`src/rtl/axis_fcs_check.sv`:
```
// Ethernet FCS checker/stripper for the receive path.
// Runs reflected CRC-32 over every frame byte (FCS included) and checks the
// residue on the last beat. The frame is forwarded one cycle later, with the
// trailing 4 FCS bytes optionally held back in a delay line and dropped.
// Bad frames are flagged on the output last beat, and good/bad frames are
// tallied in saturating counters.
module axis_fcs_check #(
    parameter int STRIP_FCS     = 1,
    parameter int COUNTER_WIDTH = 16
) (
    input  logic                     clock,
    input  logic                     reset,
    input  logic [7:0]               saxis_tdata,
    input  logic                     saxis_tvalid,
    input  logic                     saxis_tuser,
    input  logic                     saxis_tlast,
    output logic [7:0]               maxis_tdata,
    output logic                     maxis_tvalid,
    output logic                     maxis_tuser,
    output logic                     maxis_tlast,
    output logic                     frame_done,
    output logic                     frame_error,
    output logic [COUNTER_WIDTH-1:0] ok_count,
    output logic [COUNTER_WIDTH-1:0] bad_count
);
    localparam logic [31:0] POLY    = 32'hEDB88320;
    localparam logic [31:0] INIT    = 32'hFFFFFFFF;
    localparam logic [31:0] RESIDUE = 32'hDEBB20E3;

    typedef enum logic [1:0] {IDLE, FILL, STREAM} state_t;

    // One byte of reflected CRC-32, processed LSB first.
    function automatic logic [31:0] crc32_byte(input logic [31:0] crc, input logic [7:0] d);
        logic [31:0] c;
        c = crc ^ {24'h0, d};
        for (int i = 0; i < 8; i++)
            c = c[0] ? ((c >> 1) ^ POLY) : (c >> 1);
        return c;
    endfunction

    state_t                   state_q, state_d;
    logic [2:0]               fill_q, fill_d;
    logic [3:0][7:0]          dly_q;          // [0] newest, [3] oldest
    logic                     shift_en;
    logic [31:0]              crc_q, crc_next;
    logic                     frame_bad;
    logic [7:0]               data_q, data_d;
    logic                     vld_q, vld_d;
    logic                     last_q, last_d;
    logic                     user_q, user_d;
    logic                     done_q, done_d;
    logic                     err_q, err_d;
    logic [COUNTER_WIDTH-1:0] ok_q, bad_q;

    // The residue check uses the CRC including the current (tlast) byte.
    assign crc_next  = crc32_byte(crc_q, saxis_tdata);
    assign frame_bad = (crc_next != RESIDUE) || saxis_tuser;

    // CRC register: advance on every beat, restart after the last byte.
    always_ff @(posedge clock) begin
        if (reset)
            crc_q <= INIT;
        else if (saxis_tvalid)
            crc_q <= saxis_tlast ? INIT : crc_next;
    end

    // Next-state and output-beat decode for both strip and pass-through modes.
    always_comb begin
        state_d  = state_q;
        fill_d   = fill_q;
        shift_en = 1'b0;
        vld_d    = 1'b0;
        data_d   = data_q;
        last_d   = 1'b0;
        user_d   = 1'b0;
        done_d   = 1'b0;
        err_d    = 1'b0;
        if (saxis_tvalid) begin
            if (STRIP_FCS != 0) begin
                if (saxis_tlast) begin
                    done_d  = 1'b1;
                    state_d = IDLE;
                    fill_d  = 3'd0;
                    if (state_q == STREAM) begin
                        // Oldest held byte is the final payload byte.
                        vld_d  = 1'b1;
                        data_d = dly_q[3];
                        last_d = 1'b1;
                        user_d = frame_bad;
                        err_d  = frame_bad;
                    end else begin
                        // Frame too short to hold an FCS plus payload.
                        err_d = 1'b1;
                    end
                end else begin
                    shift_en = 1'b1;
                    if (state_q == STREAM) begin
                        vld_d  = 1'b1;
                        data_d = dly_q[3];
                    end else begin
                        fill_d  = fill_q + 3'd1;
                        state_d = (fill_q == 3'd3) ? STREAM : FILL;
                    end
                end
            end else begin
                vld_d  = 1'b1;
                data_d = saxis_tdata;
                last_d = saxis_tlast;
                user_d = saxis_tlast && frame_bad;
                done_d = saxis_tlast;
                err_d  = saxis_tlast && frame_bad;
            end
        end
    end

    // FSM state, fill level and delay line.
    always_ff @(posedge clock) begin
        if (reset) begin
            state_q <= IDLE;
            fill_q  <= 3'd0;
            dly_q   <= '0;
        end else begin
            state_q <= state_d;
            fill_q  <= fill_d;
            if (shift_en)
                dly_q <= {dly_q[2:0], saxis_tdata};
        end
    end

    // Registered output beat and per-frame status pulses.
    always_ff @(posedge clock) begin
        if (reset) begin
            data_q <= 8'h00;
            vld_q  <= 1'b0;
            last_q <= 1'b0;
            user_q <= 1'b0;
            done_q <= 1'b0;
            err_q  <= 1'b0;
        end else begin
            data_q <= data_d;
            vld_q  <= vld_d;
            last_q <= last_d;
            user_q <= user_d;
            done_q <= done_d;
            err_q  <= err_d;
        end
    end

    // Saturating frame counters, updated alongside the frame_done pulse.
    always_ff @(posedge clock) begin
        if (reset) begin
            ok_q  <= '0;
            bad_q <= '0;
        end else if (done_d) begin
            if (err_d) begin
                if (bad_q != '1) bad_q <= bad_q + COUNTER_WIDTH'(1);
            end else begin
                if (ok_q != '1) ok_q <= ok_q + COUNTER_WIDTH'(1);
            end
        end
    end

    assign maxis_tdata  = data_q;
    assign maxis_tvalid = vld_q;
    assign maxis_tlast  = last_q;
    assign maxis_tuser  = user_q;
    assign frame_done   = done_q;
    assign frame_error  = err_q;
    assign ok_count     = ok_q;
    assign bad_count    = bad_q;
endmodule

```
`config.mk`:
```
export PLATFORM = sky130hd
export DESIGN_NAME = axis_fcs_check
export DESIGN_NICKNAME = d
export VERILOG_FILES = /design/src/rtl/axis_fcs_check.sv
export SDC_FILE = /design/constraint.sdc
export NUM_CORES = 1
export LEC_CHECK = 0
export BUFFER_PORTS_ARGS = -buffer_cell sky130_fd_sc_hd__buf_4
export CORE_MARGIN = 2
export CORE_UTILIZATION = 50
export DETAILED_ROUTE_END_ITERATION = 7
export PLACE_DENSITY_LB_ADDON = 0.2
export SETUP_SLACK_MARGIN = 0.3
export SYNTH_ARGS = -nofsm -noshare
export SYNTH_HDL_FRONTEND = slang
export SYNTH_SLANG_ARGS = --single-unit
```
`constraint.sdc`:
```
create_clock -name clock -period 3.1 [get_ports clock]
set_input_delay 0.155 -clock clock [delete_from_list [all_inputs] [get_ports clock]]
set_output_delay 0.155 -clock clock [all_outputs]
set_load 0.03 [all_outputs]
```
[Word level (Yosys, flattened, before mapping)]
Index checks and enable logic that the tools add are counted.
W data, S select, Z words.
Storage, ports and cells
  bits of input ports: 13
  flip-flop bits (word level): 114
  logic and storage cells: 67
Cells by class
  bitwise logic cells: 13
  reduce and logical (&&, ||, !) cells: 8
  $add $sub $neg: 3
  equality and inequality tests: 6
  multiplexer cells: 22
Operator list (number)
  $mux W32: 9
  $not A13 Y14: 8
  $add A16 B1 Y16 const B: 2
  $ne A16 B16 Y1 const B: 2
  $ne A32 B32 Y1 const B: 1
  $xor A32 B8 Y32: 1
  $mux W1: 8
  $mux W2: 3
  $mux W3: 2
  $reduce_and A3 Y1: 2
  $not A1 Y1: 4
  $reduce_and A2 Y1: 2
  $reduce_or A4 Y1: 1
  $add A3 B1 Y3 const B: 1
  $eq A3 B2 Y1 const B: 1
  $reduce_or A3 Y1: 1
  $eq A2 B2 Y1 const B: 1
  $ne A2 B2 Y1 const B: 1
  $reduce_or A2 Y1: 1
  $logic_or A1 B1 Y1: 1

[Longest topological paths before layout]
Gate-level depths: netlist (run 1).
  word-level depth: 24
  depth in mapped cells: 13
  depth with buffers taken out: 11

[Least setup slack after synthesis (run 1)]
No wires, ideal clock.
  kind: register -> register
  from: reg crc_q[0]
  to: reg ok_q[4] (netlist: ok_count[4])
  data arrival time: 3089 ps
  cell stages (with the launch flop): 10
  library setup time: 123 ps
  buffers on the path: 1
  clock period less this slack: 3213 ps
  slack: -113 ps
  required time: 2977 ps
  cells stage by stage: dfxtp_1 > xor2_2 > xnor3_2 > or4_1 > a211oi_2 > o2111ai_2 > nor4_4 > buf_6 > nand4_1 > mux2_1
On the way
  cells in the longest elaborated chain, start to end: 21
Ends and longest elaborated chain
  start: declaration: line 45  | logic [31:0] crc_q, crc_next;
  start signal: assignment: line 64  | crc_q <= saxis_tlast ? INIT : crc_next;
  $xor A32 B8 Y32 *: line 35  | c = crc ^ {24'h0, d};
  $mux W32 * (2 in series): line 37  | c = c[0] ? ((c >> 1) ^ POLY) : (c >> 1);
  $not A13 Y14 (no source line) / $mux W32 (equally long branches)
  $mux W32 *: line 37
  $not A13 Y14 (no source line) / $mux W32 (equally long branches)
  $mux W32 * (2 in series): line 37
  $not A13 Y14 (no source line) / $mux W32 (equally long branches)
  $mux W32 *: line 37
  [... 3 more ...]
  $mux W32 *: line 37
  $ne A32 B32 Y1 *: line 57  | assign frame_bad = (crc_next != RESIDUE) || saxis_tuser;
  $logic_or A1 B1 Y1 *: line 57
  $mux W1 *: line 84  | if (state_q == STREAM) begin
  $mux W1 *: line 80  | if (saxis_tlast) begin
  $mux W1 *: line 78  | if (saxis_tvalid) begin
  $not A1 Y1 (no source line) *
  $reduce_and A3 Y1 (no source line) *
  end signal: assignment: line 158  | if (ok_q != '1) ok_q <= ok_q + COUNTER_WIDTH'(1);
  end: declaration: line 53  | logic [COUNTER_WIDTH-1:0] ok_q, bad_q;
Every way passes the cells marked *; elsewhere a longest branch is shown, timed or not.
A chain may end at the register's enable or synchronous reset.

[Worst setup path after layout (run 1)]
  from: reg crc_q[0]
  to: reg bad_q[2] (netlist: bad_count[2])
On the way
  cells in the longest elaborated chain, start to end: 20
Ends and longest elaborated chain
  $xor A32 B8 Y32 *: line 35
  $mux W32 * (2 in series): line 37
  $not A13 Y14 (no source line) / $mux W32 (equally long branches)
  $mux W32 *: line 37
  $not A13 Y14 (no source line) / $mux W32 (equally long branches)
  $mux W32 * (2 in series): line 37
  $not A13 Y14 (no source line) / $mux W32 (equally long branches)
  $mux W32 *: line 37
  [... 2 more ...]
  $not A13 Y14 (no source line)
  $mux W32 *: line 37
  $ne A32 B32 Y1 *: line 57
  $logic_or A1 B1 Y1 *: line 57
  $mux W1 *: line 84
  $mux W1 *: line 80
  $mux W1 *: line 78
  $reduce_and A3 Y1 (no source line) *
  end signal: assignment: line 156  | if (bad_q != '1) bad_q <= bad_q + COUNTER_WIDTH'(1);
  end: declaration: line 53
Marked as above.

==> results_dict.tcl, run 1 <==
set metrics [dict create \
    status "completed" \
    p_leak_uw 0.00298 \
    place_congestion 0.862 \
    first_pass_iters 5 \
    clock_sinks 114 \
    finalHoldViolCount 0 \
    synth_edf_count 0 \
    synthToLayoutAreaGrowth_pct 31.7 \
    fin_setup_tns_ns 0 \
    core_sq_mm 0.0113 \
    crit_type "reg2reg" \
    numCtsBuffers 17 \
    grt_use_total 0.243 \
    critical_path_required_ns 3.40 \
    yosys_warnings 0 \
    r2r_setup_slack_ns 0.09 \
    overflow 0 \
    htree_levels 4 \
    rows 39 \
    io_buffers 57 \
    drtIter0Drc 377 \
    synth_common_cells "139 x nand2_1, 114 x dfxtp_1, 62 x a21oi_1, 54 x xnor2_1, 47 x nor2_1" \
    synth_ff_type "dfxtp_1" \
    clock_latency_ns 0.41 \
    dpl.hpwl_mm 9.18 \
    drcViolationCount 0 \
    hp-class "in2reg" \
    place_area_sq_mm 0.00641 \
    fin_crit_ns 3.01 \
    wl_mm 15.7 \
    rsz0062_at_grt "true" \
    final_nets 786 \
    diodes 0 \
    yosysTopAreaCell "dfxtp_1" \
    avgViaCountPerCell 5.74 \
    path_clk_slew_ns 0.05 \
    max_slew.worst_pin.slew_ns 1.13 \
    slew_viol_final 0 \
    io_pins 58 \
    ys_seq_area_frac 0.396 \
    fmax_mhz 332 \
    synth_nets 706 \
    antenna_found_initial 0 \
    pre_cts_slack_ns 0.0266 \
    cp-start-kind "flop" \
    multi_input_area_sq_mm 0.00355 \
    cp_data_arrival_time_ns 3.31 \
    die_h_um 111 \
    end_kind "flop" \
    die_x_um 111 \
    synth_cell_type_count 55 \
    max_cap_viol_count 0 \
    grt_pass1_wl_mm 24.4 \
    netlist.area_leader.share 0.396 \
    synth.avg_cell_area_sq_um 8.38 \
    cts_tree "done" \
    whs_ns 0.0391 \
    first_global_vias 5053 \
    setup_violations 0 \
    die-area_sq_mm 0.0124 \
    clockBufferDepth 2 \
    dr_total_vias 5297 \
    synth-seq-cells 114 \
    path_max_fanout 6 \
    layout-drive-gt1-share 0.249 \
    r2r_cells 11 \
    ir_worst_vdd_v 0.000701 \
    synthArstFlopShare 0 \
    initial_core_util 0.509 \
    detail_route.wl_per_cell_um 17.0 \
    fin_crit_sh 0.972 \
    pwr_density_cell_mw_per_mm2 652 \
    postLayoutSetupSlackWorst_ns 0.0862 \
    synth_most_common_cell "nand2_1" \
    whs_path_depth 3 \
    cts_root_buffer "clkbuf_16" \
    ant_nets 0 \
    ff_latch_area_sq_mm 0.00229 \
    syn_inst 688 \
    synthTopCellsByArea "dfxtp_1 40%, nand2_1 9.0%, xnor2_1 8.2%" \
    netlist_area_sq_mm 0.00577 \
    maxSlewHeadroom 0.248 \
    fillCellCount 881 \
    grt_max_degree 92 \
    final.setup_skew_ns 0.00818 \
    final_util 0.671 \
    final_area_sq_mm 0.00759 \
]
-- sequential cells by signal (all words and copies together), names as in the netlist --
signal / cells
maxis_tuser: 1
bad_count: 16
state_q: 2
frame_error: 1
maxis_tlast: 1
fill_q: 3
ok_count: 16
crc_q: 32
frame_done: 1
maxis_tdata: 8
dly_q: 32
maxis_tvalid: 1
-- area by class of cell --
cell class,count,share of cell area
Multi-Input combinational cell,525,0.467
Sequential cell,114,0.302
Timing Repair Buffer,102,0.125
Clock buffer,21,0.0606
Clock inverter,10,0.0176
Tap cell,143,0.0236
Inverter,8,0.00395
-- routing by layer --
| layer | vias up | share of wire | global-route usage |
|---|---|---|---|
| li1 | 2528 | - | - |
| met1 | 2553 | 0.43 | 0.306 |
| met2 | 183 | 0.49 | 0.408 |
| met3 | 33 | 0.057 | 0.0561 |
| met4 | 0 | 0.022 | 0.0897 |
| met5 | - | 0 | 0 |
-- where the power goes --
| group | switching [uW] | leakage, uW | internal [uW] | total (uW) |
|---|---|---|---|---|
| Sequential | 70.3 | 0.000924 | 1540 | 1610 |
| Combinational | 703 | 0.00176 | 665 | 1370 |
| Clock | 679 | 0.000289 | 1300 | 1980 |
-- critical path, cell delays in order (launching register included) --
cell       delay, ns
dfxtp_4         0.38
xor2_4          0.16
xnor3_1         0.46
or4_4           0.55
a211oi_4        0.27
o2111ai_4       0.15
nor4_4          0.16
buf_6           0.17
clkbuf_16       0.16
buf_6           0.11
nor3b_2         0.04
mux2_2          0.29
-- cells by family after synthesis --
kind of cell	count (synthesis)	share of synthesized area
and+or+nand+nor	293	0.236
AOI/OAI and AO/OA	130	0.138
DFF	114	0.396
xor gates and xnor gates	80	0.150
buffers and inverters	49	0.0373
muxes	17	0.0325
adders and majority gates	5	0.0108
-- layout by cell type (no fill, tap or decap), types with 3 or more instances in the layout --
| master | synthesis | routed |
|---|---|---|
| nand2_1 | 139 | 139 |
| dfxtp_1 | 114 | 110 |
| buf_4 | 0 | 82 |
| a21oi_1 | 62 | 61 |
| nor2_1 | 47 | 44 |
| xnor2_1 | 54 | 43 |
| nand3_1 | 29 | 29 |
| o22ai_1 | 24 | 24 |
| clkbuf_16 | 0 | 19 |
| nor2b_1 | 15 | 15 |
| o21ai_0 | 16 | 14 |
| xor2_1 | 14 | 13 |
| nor3_1 | 13 | 10 |
| a31o_2 | 10 | 10 |
| buf_6 | 4 | 10 |
| xnor2_2 | 1 | 9 |
| inv_1 | 8 | 8 |
| mux2_1 | 9 | 8 |
| xnor3_1 | 7 | 7 |
| nand4_1 | 6 | 6 |
| nand2b_1 | 7 | 6 |
| or3_1 | 6 | 6 |
| xnor2_4 | 2 | 5 |
| mux2_2 | 5 | 5 |
| ha_1 | 5 | 5 |
| buf_12 | 0 | 5 |
| and2_1 | 4 | 4 |
| and3_1 | 4 | 4 |
| or4_1 | 5 | 4 |
| clkinv_2 | 0 | 4 |
| nor2_2 | 0 | 3 |
| nor4_1 | 5 | 3 |
| o31ai_1 | 4 | 3 |
| bufinv_16 | 0 | 3 |
-- metrics by stage --
| stage | total power [uW] | instances |
|---|---|---|
| after global placement | 2790 | 869 |
| after global routing | 5150 | 923 |
| after floorplan | 2510 | 688 |
| after CTS | 4890 | 912 |
| after detailed placement | 2810 | 869 |
| final | 4950 | 923 |
-- worst paths after layout --
check,endpoint,from
setup / recovery,bad_count[2],crc_q[0]
hold / removal,dly_q[5],saxis_tdata[5]
setup reg to reg,bad_count[2],crc_q[0]
hold reg to reg,dly_q[28],dly_q[20]
-- what timing repair did --
| item | CTS | global route |
|---|---|---|
| cloned | 3 | 2 |
| setup endpoints to repair | 33 | 33 |
| setup buffers | 9 | 9 |
| pin swaps | 9 | 6 |
| resized for setup | 24 | 34 |
| hold buffers | 0 | 0 |
No activity file was read; power rests on OpenSTA's default activity.
==> run 2, diff against run 1 <==
--- a/config.mk
+++ b/config.mk
@@ -5,6 +5,7 @@
 export SDC_FILE = /design/constraint.sdc
 export NUM_CORES = 1
 export LEC_CHECK = 0
+export ABC_AREA = 1
 export BUFFER_PORTS_ARGS = -buffer_cell sky130_fd_sc_hd__buf_4
 export CORE_MARGIN = 2
 export CORE_UTILIZATION = 50
==> run 2 against run 1 <==
Area after synthesis is 10% higher; combinational power is 50% lower; clock-buffer cell count is 3 lower; design area is 0.51% higher; wire length is 9.8% higher; clock skew is 0.0011 ns lower; final cell count is 34% higher.
==> results_dict.tcl, run 2 <==
set metrics [dict create \
    drtIter0Drc 538 \
    syn_inst 1003 \
    synth_ff_type "dfxtp_1" \
    maxSlewHeadroom 0.425 \
    multi_input_area_sq_mm 0.00367 \
    grt_use_total 0.259 \
    wl_mm 17.2 \
    die_h_um 117 \
    critical_path_required_ns 3.44 \
    antenna_found_initial 0 \
    max_slew.worst_pin.slew_ns 0.860 \
    slew_viol_final 0 \
    first_global_vias 5663 \
    clockBufferDepth 2 \
    grt_max_degree 54 \
    pre_cts_slack_ns 0.156 \
    synth-seq-cells 114 \
    cts_tree "done" \
    crit_type "reg2reg" \
    mostFrequentLayoutCell "nand2_1" \
    setup_violations 0 \
    numCtsBuffers 17 \
    netlist_area_sq_mm 0.00636 \
    cp_data_arrival_time_ns 2.92 \
    end_kind "flop" \
    cts_root_buffer "clkbuf_16" \
    synthToLayoutAreaGrowth_pct 19.9 \
    diodes 0 \
    fin_crit_ns 2.58 \
    synth_edf_count 0 \
    synthArstFlopShare 0 \
    io_pins 58 \
    fin_setup_tns_ns 0 \
    finalHoldViolCount 0 \
    fillCellCount 1191 \
    final_cell_mix "347 x nand2_1, 114 x dfxtp_1, 91 x nand3_1, 91 x nor2_1, 75 x inv_1" \
    place_congestion 0.903 \
    avgViaCountPerCell 5.31 \
    ff_latch_area_sq_mm 0.00228 \
    status "completed" \
    io_buffers 57 \
    synthTopCellsByArea "dfxtp_1 36%, nand2_1 21%, nand3_1 7.2%" \
    cp-start-kind "flop" \
    die_x_um 117 \
    synth.avg_cell_area_sq_um 6.35 \
    final_nets 1067 \
    dpl.hpwl_mm 11.6 \
    htree_levels 4 \
    detail_route.wl_per_cell_um 14.0 \
    power.total_uw 4390 \
    core_sq_mm 0.0125 \
    clock_latency_ns 0.42 \
    grt_pass1_wl_mm 27.9 \
    synth_nets 1021 \
    final.setup_skew_ns 0.00710 \
    layout-drive-gt1-share 0.135 \
    path_max_fanout 16 \
    postLayoutSetupSlackWorst_ns 0.521 \
    fmax_mhz 388 \
    rsz0062_at_grt "false" \
    whs_ns 0.0259 \
    initial_core_util 0.508 \
    top_regs "crc_q: 32 flops, dly_q: 32 flops" \
    ys_seq_area_frac 0.359 \
    ir_worst_vdd_v 0.000394 \
    pwr_density_cell_mw_per_mm2 575 \
    clock_sinks 114 \
    rows 41 \
    yosysTopAreaCell "dfxtp_1" \
    synth_cell_type_count 30 \
    p_leak_uw 0.00355 \
    overflow 0 \
    max_cap_viol_count 0 \
    ant_nets 0 \
    yosys_warnings 0 \
    dr_total_vias 6557 \
    first_pass_iters 5 \
    fin_crit_sh 0.832 \
    synth_common_cells "353 x nand2_1, 114 x dfxtp_1, 93 x nor2_1, 91 x nand3_1, 76 x inv_1" \
    die-area_sq_mm 0.0136 \
    netlist.area_leader.share 0.359 \
    synth_most_common_cell "nand2_1" \
    drcViolationCount 0 \
    hp-class "in2reg" \
    path_clk_slew_ns 0.06 \
]
run 2: changes by cell type in the layout (fill, tap and decap cells not counted), sizes merged, moves of 8 or more:
cell	delta
inv	+76
nand3	+63
buf	-35
nor2	+51
xor2	+10
a21oi	-12
nand4	+17
nand2	+235
o21ai	+32
xnor3	-8
a31o	-10
nor2b	-15
xnor2	-46
mux2	-14
run 2: timing repair:
item	4_1_cts	5_1_grt
pin swaps	0	3
hold buffers	0	0
buffers inserted	0	1
gates resized for setup	2	15
setup endpoints to repair	17	32
cloned	0	1
run 2: worst max-delay path: stages (launching register included):
cell and delay [ns]:
dfxtp_1 0.38, nand2_1 0.12, nand2_4 0.18, nand2_1 0.13, nand2_4 0.15, ha_1 0.16
nand3_1 0.09, nor2_2 0.16, nand3_1 0.08, nor2_1 0.15, nand2_1 0.08, nor2_2 0.12
nand4_4 0.13, nor2_4 0.19, buf_12 0.15, nand3_1 0.07, a21oi_1 0.14
run 2: logic make-up after synthesis:
group,share of synthesized area
compound gates,0.0961
buf+inv,0.0798
flops,0.359
xor+xnor,0.0495
simple gates,0.406
fa+ha+maj,0.00983
run 2: final timing paths:
| path | start | to | slack [ns] | cells past startpoint |
|---|---|---|---|---|
| min reg2reg | fill_q[2] | fill_q[2] | 0.46 | 2 |
| max | crc_q[0] | ok_count[14] | 0.52 | 16 |
| max reg2reg | crc_q[0] | ok_count[14] | 0.52 | 16 |
| min | saxis_tdata[0] | dly_q[0] | 0.03 | 3 |
run 2: cell type report:
| cell class | count | area share |
|---|---|---|
| inverters | 85 | 0.0418 |
| clock inverters | 14 | 0.0277 |
| flip-flops and latches | 114 | 0.299 |
| well taps | 172 | 0.0282 |
| clock buffers | 18 | 0.0562 |
| multi-input cells | 766 | 0.481 |
| repair buffers | 65 | 0.0656 |
run 2: power breakdown:
group          switching [uW]  total [uW]  internal (uW)
Sequential               40.5        1570           1530
Combinational             480         689            209
Clock                     715        2140           1420
Total                    1240        4390           3160
run 2: metrics by stage:
| step | cells | area, sq um | utilization |
|---|---|---|---|
| 4_1_cts | 1232 | 7530 | 0.602 |
| 5_1_grt | 1234 | 7630 | 0.610 |
| 2_1_floorplan | 1003 | 6360 | - |
| 3_5_place_dp | 1200 | 6880 | 0.550 |
| 6_report | 1234 | 7630 | 0.610 |
| 3_3_place_gp | 1200 | 6880 | 0.550 |
run 2: routing by layer:
| layer | wire length, um | vias up | global-route usage | part of all wire |
|---|---|---|---|---|
| met4 | 465 | 0 | 0.111 | 0.027 |
| met5 | 0 | - | 0 | 0 |
| met2 | 7770 | 222 | 0.398 | 0.45 |
| li1 | - | 3324 | - | - |
| met1 | 7830 | 2973 | 0.358 | 0.45 |
| met3 | 1160 | 38 | 0.0463 | 0.068 |
